$ cat src/rtl/vga_sym_render.sv
// vga_sym_render: free-running 3-stage text-mode pixel pipeline (text RAM -> font ROM -> palette).
// Define VGA_CURSOR_EN to add a blinking underline cursor (frame_start, cur_addr ports).
module vga_sym_render (
    input  logic        clk,
    input  logic        resetn,
    input  logic        en,
    input  logic [2:0]  pix_x,
    input  logic [3:0]  pix_y,
    input  logic [6:0]  disp_x,
    input  logic [13:0] disp_y,
`ifdef VGA_CURSOR_EN
    input  logic        frame_start,
    input  logic [11:0] cur_addr,
`endif
    output logic [11:0] txt_addr,
    input  logic [15:0] txt_data,
    output logic [11:0] font_addr,
    input  logic [7:0]  font_data,
    output logic        rgb_valid,
    output logic [3:0]  red,
    output logic [3:0]  green,
    output logic [3:0]  blue
);
    logic [13:0] sum;
    logic [11:0] sym_addr;
    logic        valid_1, valid_2;
    logic [2:0]  pix_x_1, pix_x_2;
    logic [3:0]  pix_y_1;
    logic [7:0]  attr_2;
    logic        pix_bit;
    logic [3:0]  idx;
    logic [11:0] rgb_nxt;

    assign sum      = disp_y + 14'(disp_x);
    assign sym_addr = sum[11:0];

    // {I,R,G,B}: set bits are A/F, clear bits 0/5; index 6 is brown rather than dark yellow
    function automatic logic [11:0] palette(input logic [3:0] i);
        logic [3:0] hi, lo;
        hi = i[3] ? 4'hF : 4'hA;
        lo = i[3] ? 4'h5 : 4'h0;
        return (i == 4'd6) ? 12'hA50 : {i[2] ? hi : lo, i[1] ? hi : lo, i[0] ? hi : lo};
    endfunction

`ifdef VGA_CURSOR_EN
    logic [5:0] blink_cnt;
    logic       cur_hit_1, cur_hit_2, uline_1, uline_2;

    always_ff @(posedge clk or negedge resetn) begin
        if (!resetn) begin
            blink_cnt <= '0;
            cur_hit_1 <= 1'b0;
            cur_hit_2 <= 1'b0;
            uline_1   <= 1'b0;
            uline_2   <= 1'b0;
        end else begin
            blink_cnt <= blink_cnt + 6'(frame_start);
            cur_hit_1 <= sym_addr == cur_addr;
            cur_hit_2 <= cur_hit_1;
            uline_1   <= pix_y >= 4'd13;
            uline_2   <= uline_1;
        end
    end
`endif

    always_comb begin
        pix_bit = font_data[3'd7 - pix_x_2];
        idx     = pix_bit ? attr_2[3:0] : attr_2[7:4];
`ifdef VGA_CURSOR_EN
        idx     = (cur_hit_2 & uline_2 & blink_cnt[5]) ? attr_2[3:0] : idx;
`endif
        rgb_nxt = valid_2 ? palette(idx) : 12'h000;
    end

    always_ff @(posedge clk or negedge resetn) begin
        if (!resetn) begin
            txt_addr  <= '0;
            valid_1   <= 1'b0;
            pix_x_1   <= '0;
            pix_y_1   <= '0;
            font_addr <= '0;
            attr_2    <= '0;
            pix_x_2   <= '0;
            valid_2   <= 1'b0;
            rgb_valid <= 1'b0;
            {red, green, blue} <= '0;
        end else begin
            txt_addr  <= sym_addr;
            valid_1   <= en;
            pix_x_1   <= pix_x;
            pix_y_1   <= pix_y;
            font_addr <= {txt_data[7:0], pix_y_1};
            attr_2    <= txt_data[15:8];
            pix_x_2   <= pix_x_1;
            valid_2   <= valid_1;
            rgb_valid <= valid_2;
            {red, green, blue} <= rgb_nxt;
        end
    end
endmodule

$ cat config.mk
export PLATFORM = sky130hd
export DESIGN_NAME = vga_sym_render
export DESIGN_NICKNAME = d
export VERILOG_FILES = /design/src/rtl/vga_sym_render.sv
export SDC_FILE = /design/constraint.sdc
export NUM_CORES = 1
export LEC_CHECK = 0
export CORE_ASPECT_RATIO = 1.4
export CORE_MARGIN = 1
export CORE_UTILIZATION = 40
export CTS_CLUSTER_DIAMETER = 120
export CTS_CLUSTER_SIZE = 20
export DETAILED_ROUTE_END_ITERATION = 10
export GPL_TIMING_DRIVEN = 0
export HOLD_SLACK_MARGIN = 0.12
export PLACE_DENSITY = 0.79
export SLEW_MARGIN = 5
export SYNTH_ARGS = -nofsm -noshare
export SYNTH_HDL_FRONTEND = slang
export SYNTH_SLANG_ARGS = --single-unit
$ cat constraint.sdc
create_clock -name clk -period 1.75 [get_ports clk]
set_clock_uncertainty 0.05 [all_clocks]
set_input_delay 0.175 -clock clk [delete_from_list [all_inputs] [get_ports clk]]
set_output_delay 0.175 -clock clk [all_outputs]
set_load 0.1 [all_outputs]
==> run metrics <==
status finished, final reports clean; CP Buf/Inv Count 1; Die Span X a little under 60 um; GPL Wtd Cong approximately 0.73; Mapped Avg Cell Area approximately 15 um^2; HP Class in -> reg; Cell Rows 28; WL per Instance 13.6 um; synthesis-stage register bit count 50; Die H 82.5 um; combinational cell fraction of total power approximately 38%; CTS Sinks 50; Async SR Flop Fraction 100%; H-tree depth 2; WS Path Type reg -> out; Slew @ Worst Pin about 0.98 ns; CTS clk-pin slew, worst paths about 0.080 ns; power share of the clock group about a fifth; Crit-path slowest cell clkdlybuf4s15_1; I/O Pins 92; max incr delay on CP a little over 0.8 ns; met2 WL post-DR between 2000 and 2500 um; fmax between 500 and 600 MHz; Net Sw Frac about two fifths; die area ~4900 um^2; Synth area leaders dfrtp_1, ha_1, buf_4; min cycle time layout between 1.5 and 2 ns; CTS tree done; clk buf depth 2; internal power approximately 1800 uW; first-pass GRT wire length 6220 um; Hold Path Depth 3; total congestion overflow 0; Root Buffer clkbuf_8; initial drt markers 11; FF-to-FF Start pix_x_2[1]; EDFF count, synth 0; Slew HR 35.0%; WP data required about 1.5 ns; Post-Layout Inst Area roughly 3000 um^2; max-slew violations 0; number of diodes 0; commonest non-fill, non-tap cell in the layout dfrtp_1; sequential share of the synthesized area between 60% and 70%; Max VDD drop 566 uV; vias in the first global route approximately 1400; Met3 Wirelength 375 um; Critical Path, Cell by Cell clkdlybuf4s15_1; total power 3050 uW; crit-path max FO 1; starting density of the core 42.6%; sw power 1200 uW; Hold Path Origin disp_y[4]; Final Hold Fails 0; r2r endpoint green[2]; core area around 4300 um^2; critical path launch point type register; initial antenna violation count 0; Pleak 0.00134 uW; Hold Path Sink txt_addr[4]; Synth Flop Type dfrtp_1; pwr/cell area about 1000 nW/um^2; final setup fails 0; count of cell types in the netlist 31; critical path's top delay family buffers and inverters; synth-to-layout area growth 62.7%; Synth area leader dfrtp_1; post-synth net total 189; GR Util All Layers approximately 18%; Final Net Count around 290; final worst-path cycle share 97.9%; Yosys warnings 0; post-synthesis cell count roughly 130; Worst Setup End Kind primary output; residual DRC count 0; Max Cap Viol 0; max layer used met4; post-DP HPWL about 3000 um; WL met1 ~1200 um; largest net degree at the start of global routing 28; r2r setup slk about 0.12 ns; Final ANT Viol Nets 0; Vias/cell roughly 4.7; Reg power frac approximately two fifths; Worst Path Arrival around 1.5 ns; top-area cell type share of the netlist area between 60% and 70%; Placed Area between 2000 and 3000 um^2; Routed Wire Length just under 4000 um; via count around 1300; Cell Area, Synth 1850 um^2; port bufs between 80 and 90; CTS buffer count 5; most frequent cells in the layout dfrtp_1, clkdlybuf4s50_1, dlygate4sd2_1; Reg2Reg Depth 4; share of layout cells above drive strength 1 between 10% and 20%; Pre-antenna DRT Iters 4; clock latency on the worst-skew pair between 0.2 and 0.3 ns
final cells by class:
| type | instances | area, um^2 |
|---|---|---|
| fill | 344 | 1330 |
| sequential | 50 | 1250 |
| timing repair buffer | 93 | 923 |
| multi-input combinational | 64 | 614 |
| clock buffer | 7 | 76.3 |
| tap | 60 | 75.1 |
| buffer | 8 | 57.6 |
| inverter | 4 | 15.0 |
power groups by stage:
| stage | clock (uW) | sequential, uW | combinational (uW) |
|---|---|---|---|
| finish | 610 | 1280 | 1160 |
| detailed placement | 0 | 1300 | 1170 |
| floorplan | 0 | 1810 | 290 |
| global route | 676 | 1290 | 1210 |
| global placement | 0 | 1300 | 1140 |
| CTS | 637 | 1280 | 1140 |
flip-flops by register name (all words and copies together), names as in the netlist:
name / cells
green: 2
attr_2: 8
valid_1: 1
blue: 2
rgb_valid: 1
pix_x_2: 3
pix_y_1: 4
font_addr: 12
txt_addr: 12
pix_x_1: 3
valid_2: 1
red: 1
worst max path at each step:
stage,slack [ns],startpoint,cells after the start,end
after detailed placement,-0.51,disp_x[0],7,txt_addr[10]
after global placement,-0.89,resetn,1,txt_addr[8]
after floorplan,0.15,disp_x[4],5,txt_addr[11]
after CTS,0.008,disp_x[4],7,txt_addr[9]
final,0.04,txt_addr[3],1,txt_addr[3]
after global routing,-0.007,txt_addr[3],1,txt_addr[3]
routing by layer:
metal / global-route usage [%] / up-vias
met5: 0 / -
met4: 7.67 / 0
met3: 7.32 / 9
met2: 34.7 / 65
met1: 15.8 / 622
li1: - / 634
what timing repair did:
item	CTS	global route
hold endpoints to repair	26	0
setup buffers	2	0
gates resized for setup	60	26
hold buffers	1	0
pin swaps	1	2
setup endpoints to repair	42	21
synth_stat cells, drive strengths merged, types with 2 or more instances:
cell    count
dfrtp      50
buf         7
ha          7
nand2       6
a21oi       5
nand3       5
inv         4
o21ai       4
xnor2       4
xor2        4
a31oi       3
and3        3
nor2        3
a211oi      2
a41oi       2
mux4        2
logic make-up (layout without fill, tap and decap cells):
group                    Yosys count  after routing  synth area share (%)
AO/OA/AOI/OAI                     23             23                  9.33
XOR/XNOR                           8              8                  3.78
adder cells (fa/ha/maj)            8              8                  5.81
buffers and inverters             12            112                  3.92
flip-flops                        50             50                  67.6
multiplexers                       3              3                  3.65
AND/OR/NAND/NOR                   22             22                  5.95
per-stage QoR:
stage / setup TNS [ns] / utilization, % / setup slack (ns) / hold WS (ns) / instances
6_report: 0 / 69.4 / 0.0372 / 0.240 / 286
5_1_grt: -0.00911 / 69.4 / -0.00740 / 0.245 / 286
4_1_cts: 0 / 68.2 / 0.00760 / 0.254 / 286
3_5_place_dp: -3.37 / 65.4 / -0.510 / 0.175 / 276
3_3_place_gp: -47.09 / 64.9 / -0.886 / 0.283 / 275
2_1_floorplan: 0 / - / 0.152 / -0.171 / 126
No activity file was read; power rests on OpenSTA's default activity.
